===== src/rtl/imem_loader.sv =====
// imem_loader: assembles a byte-serial program image into 32-bit words written to instruction memory.
// Define IMEM_LOADER_CHECKSUM_EN to require a trailing XOR checksum byte after the data.
module imem_loader #(
   parameter int unsigned       DEPTH     = 64,
   parameter int unsigned       ADDR_W    = 64,
   parameter logic [ADDR_W-1:0] BASE_ADDR = '0
) (
   input  logic              clk,
   input  logic              reset,
   input  logic              Start,
   input  logic [7:0]        ByteIn,
   input  logic              ByteValid,
   output logic              ByteReady,
   output logic              WrEn,
   output logic [ADDR_W-1:0] WrAddr,
   output logic [31:0]       WrData,
   output logic              Busy,
   output logic              CpuHold,
   output logic              Done,
   output logic              Error,
   output logic [6:0]        WordsLoaded
);
   typedef enum logic [2:0] {S_IDLE, S_LEN, S_DATA, S_WRITE, S_CHK, S_FIN, S_ERR} state_t;
   state_t state_q, state_d;
   logic [23:0] asm_q, asm_d;
   logic [1:0] idx_q, idx_d;
   logic [6:0] n_q, n_d, wl_q, wl_d;
   logic [7:0] sum_q, sum_d;
   logic [ADDR_W-1:0] addr_q, addr_d;
   logic [31:0] data_q, data_d;
   logic busy_q, busy_d, done_q, done_d, err_q, err_d;
   logic take;
   assign ByteReady = (state_q == S_LEN) || (state_q == S_DATA) || (state_q == S_CHK);
   assign take = ByteValid && ByteReady;
   assign WrEn = (state_q == S_WRITE);
   assign WrAddr = addr_q;
   assign WrData = data_q;
   assign Busy = busy_q;
   assign CpuHold = busy_q;
   assign Done = done_q;
   assign Error = err_q;
   assign WordsLoaded = wl_q;
   always_comb begin
      state_d = state_q;
      asm_d = asm_q;
      idx_d = idx_q;
      n_d = n_q;
      wl_d = wl_q;
      sum_d = sum_q;
      addr_d = addr_q;
      data_d = data_q;
      busy_d = busy_q;
      done_d = done_q;
      err_d = err_q;
      case (state_q)
         S_IDLE: if (Start) begin
            state_d = S_LEN;
            busy_d = 1'b1;
            done_d = 1'b0;
            err_d = 1'b0;
            wl_d = '0;
            idx_d = '0;
            sum_d = '0;
         end
         S_LEN: if (take) begin
            if (ByteIn == 8'd0 || 32'(ByteIn) > DEPTH) begin
               state_d = S_ERR;
               busy_d = 1'b0;
               err_d = 1'b1;
            end else begin
               state_d = S_DATA;
               n_d = ByteIn[6:0];
            end
         end
         S_DATA: if (take) begin
            sum_d = sum_q ^ ByteIn;
            idx_d = idx_q + 2'd1;
            asm_d = {ByteIn, asm_q[23:8]};
            // the fourth byte goes straight into the write register, so WrData is stable during WRITE
            if (idx_q == 2'd3) begin
               state_d = S_WRITE;
               data_d = {ByteIn, asm_q};
               addr_d = BASE_ADDR + (ADDR_W'(wl_q) << 2);
               wl_d = wl_q + 7'd1;
            end
         end
         S_WRITE: begin
            if (wl_q < n_q) state_d = S_DATA;
            else begin
`ifdef IMEM_LOADER_CHECKSUM_EN
               state_d = S_CHK;
`else
               state_d = S_FIN;
               busy_d = 1'b0;
               done_d = 1'b1;
`endif
            end
         end
         S_CHK: if (take) begin
            state_d = (ByteIn == sum_q) ? S_FIN : S_ERR;
            busy_d = 1'b0;
            done_d = (ByteIn == sum_q);
            err_d = (ByteIn != sum_q);
         end
         default: state_d = S_IDLE;
      endcase
   end
   always_ff @(posedge clk or posedge reset) begin
      if (reset) begin
         state_q <= S_IDLE;
         asm_q <= '0;
         idx_q <= '0;
         n_q <= '0;
         wl_q <= '0;
         sum_q <= '0;
         addr_q <= '0;
         data_q <= '0;
         busy_q <= 1'b0;
         done_q <= 1'b0;
         err_q <= 1'b0;
      end else begin
         state_q <= state_d;
         asm_q <= asm_d;
         idx_q <= idx_d;
         n_q <= n_d;
         wl_q <= wl_d;
         sum_q <= sum_d;
         addr_q <= addr_d;
         data_q <= data_d;
         busy_q <= busy_d;
         done_q <= done_d;
         err_q <= err_d;
      end
   end
endmodule


===== config.mk =====
export PLATFORM = sky130hd
export DESIGN_NAME = imem_loader
export DESIGN_NICKNAME = d
export VERILOG_FILES = /design/src/rtl/imem_loader.sv
export SDC_FILE = /design/constraint.sdc
export NUM_CORES = 1
export LEC_CHECK = 0
export CAP_MARGIN = 20
export CORE_ASPECT_RATIO = 1.1
export CORE_MARGIN = 5
export CORE_UTILIZATION = 30
export CTS_BUF_LIST = sky130_fd_sc_hd__clkbuf_8
export DETAILED_ROUTE_END_ITERATION = 10
export HOLD_SLACK_MARGIN = 0.12
export PLACE_DENSITY = 0.57
export SLEW_MARGIN = 20
export SYNTH_ARGS = -nofsm -noshare
export SYNTH_HDL_FRONTEND = slang
export SYNTH_SLANG_ARGS = --single-unit
export TNS_END_PERCENT = 30

===== constraint.sdc =====
create_clock -name clk -period 3.1 [get_ports clk]
set_clock_uncertainty 0.2 [all_clocks]
set_input_delay 0.31 -clock clk [delete_from_list [all_inputs] [get_ports clk]]
set_output_delay 0.31 -clock clk [all_outputs]
set_load 0.05 [all_outputs]

==> results_dict.tcl <==
set metrics [dict create \
    multiInputGateArea_mm2 0.00185 \
    synth_edf_count 0 \
    drt-total-wl_mm 9.94 \
    drt-wirelength-per-cell_um 14.4 \
    final_nets 510 \
    yosysTopAreaCellShare_pct 51.9 \
    maxCapViolCount 0 \
    vdd_drop_max_mv 0.274 \
    grt.overflow.total 0 \
    viasPerCell 4.35 \
    syn_area_mm2 0.00449 \
    vias 3006 \
    grt_pass1_vias 3049 \
    final-setup-viol-count 0 \
    core_mm2 0.0149 \
    areaGrowthSynthToFinish_pct 20.0 \
    power_density_mw_per_mm2 758 \
    drt_iter0_drc 148 \
    crit_required_ps 2590 \
    clock_latency_ps 370 \
    min_period_over_period_pct 86.9 \
    layout_common_cells "dfrtp_1 (93), nand2_1 (87), clkdlybuf4s50_1 (63), conb_1 (57), mux2_2 (38)" \
    status "finished clean" \
    fillers 1509 \
    r2r-end "state_q[1]" \
    hold_violations 0 \
    power_leakage_nw 2.68 \
    numCtsBuffers 9 \
    cts_resized 0 \
    switching_share_pct 40.4 \
    worst_pin_slew_ps 543 \
    ctsHtreeMaxLevel 3 \
    synth.yosys.seq_area_share_pct 51.9 \
    max_freq_mhz 371 \
    reg2reg_slack_ps 750 \
    cts_tree "done" \
    yosys.area.top_type "dfrtp_1" \
    root_buffer "clkbuf_8" \
    layout-drive-gt1-share_pct 14.9 \
    yosysWarnings 0 \
    gp_congestion 0.850 \
    clock_sinks 93 \
    syn_avg_cell_area_um2 10.6 \
    dp_hpwl_mm 7.13 \
    synth_cell_types 45 \
    cts.path.max_buffers 2 \
    critPathCaptureType "output port" \
    placed_area_mm2 0.00519 \
    internal_power_w 0.00243 \
    hp-class "in -> async" \
    ys_async_sr_fraction_pct 100 \
    critPathKind "reg -> out" \
    grt_max_degree 54 \
    drc_errors 0 \
    layout_min_cycle_time_ps 2690 \
    drtAntennaViolNets 0 \
    path_max_fanout 9 \
    cp_data_arrival_time_ps 2180 \
    seq_power_share_pct 44.0 \
    tns_ps 0 \
    path_clk_slew_ps 90 \
    synthTopCellsByArea "dfrtp_1 (52%), buf_4 (9.7%), mux2_2 (9.5%)" \
    ctsHoldBuffers 0 \
    ios 121 \
    combPwrFrac_pct 35.9 \
    clkPwrFrac_pct 20.1 \
    grt_pass1_wl_mm 16.3 \
    diodes 0 \
    ys_ff_latch 93 \
    max_slew_margin_pct 63.6 \
    final_common_cell "dfrtp_1" \
    dieArea_mm2 0.0175 \
    rr_worst_depth 6 \
    reg2reg_from "WordsLoaded[4]" \
    die_height_um 138 \
    cts_setup_buffers 0 \
    final-seq-area_mm2 0.00233 \
    grt_setup_unrepaired "false" \
    rows 47 \
    start_util_pct 30.2 \
    synthCells 422 \
    antenna_found_initial 0 \
    first_pass_iters 4 \
    die_x_um 127 \
    track_usage_pct 11.4 \
    yosys_most_used_dff "dfrtp_1" \
    final_area_mm2 0.00538 \
    cp-start-kind "flop" \
    io_buffers 63 \
    switchingPower_w 0.00165 \
    drv_slew 0 \
]
-- cell type report --
cell class                 count  share of cell area (%)
multi-input combinational    304                    34.4
clock buffer                  10                    2.56
tap                          196                    4.55
clock inverter                 6                    1.05
timing repair buffer          72                    13.4
inverter                      10                   0.744
sequential                    93                    43.2
-- metrics by stage --
step	setup WS, ps	hold slack (ps)	utilization [%]	total power, W	instances
after floorplan	170	215	-	0.00290	478
after global placement	338	262	34.9	0.00326	675
after detailed placement	275	265	34.9	0.00330	675
after CTS	375	140	36.2	0.00414	691
after global routing	273	162	36.2	0.00435	691
final	407	125	36.2	0.00408	691
-- cell families after synthesis --
family / Yosys count / share of synthesized area [%]
AND/OR/NAND/NOR: 134 / 13.2
other: 1 / 0.0836
AO/OA/AOI/OAI: 45 / 6.11
flip-flops: 93 / 51.9
XOR/XNOR: 12 / 2.34
multiplexers: 48 / 12.6
buffers and inverters: 81 / 11.6
adder cells (fa/ha/maj): 8 / 2.23
-- synth_stat cells (all sizes together), types with 2 or more instances --
cell type  number
nor3            3
nand2          89
dfrtp          93
nor2           18
and2            3
o21ai          22
clkbuf         12
mux2i           2
inv            10
xnor2           3
ha              8
nand3           2
o21a            2
nand4           4
nand2b          3
buf            59
xor2            9
a31oi           2
a21oi           8
nor2b           4
nor4            3
mux2           46
-- routing by layer --
layer	share of wire (%)	track usage, %	wire, µm	up-vias
li1	-	-	-	1428
met1	44	14.7	4400	1461
met2	49	19.1	4830	103
met3	5.6	2.66	558	14
met4	1.5	3.56	147	0
met5	0	0	0	-
-- critical path, cell delays in order, from the launching register on --
cell,delay [ps]
dfrtp_1,510
nor2b_1,260
nand2_1,100
inv_1,120
clkdlybuf4s50_1,820
-- power groups by stage --
stage	combinational [W]	clock, W	sequential (W)
after floorplan	0.000968	0	0.00194
after global placement	0.00145	0	0.00181
after detailed placement	0.00147	0	0.00183
after CTS	0.00148	0.000857	0.00180
after global routing	0.00160	0.000901	0.00185
final	0.00147	0.000820	0.00179
-- sequential cells by signal, indices dropped and copies added (netlist names) --
register / flops
state_q: 3
idx_q: 2
Busy: 1
asm_q: 24
Error: 1
WrAddr: 7
sum_q: 8
Done: 1
WordsLoaded: 7
n_q: 7
WrData: 32
-- how the worst max path moves through the flow --
stage                           from      to  slack [ps]  cells past startpoint
after floorplan                reset    Busy         170                      1
after global placement     ByteIn[0]  n_q[5]         340                      6
after detailed placement   ByteIn[0]  n_q[6]         280                      6
after CTS                 state_q[0]    WrEn         380                      4
after global routing      state_q[0]    WrEn         270                      4
final                     state_q[0]    WrEn         410                      4
(Power assumes the default switching activity.)
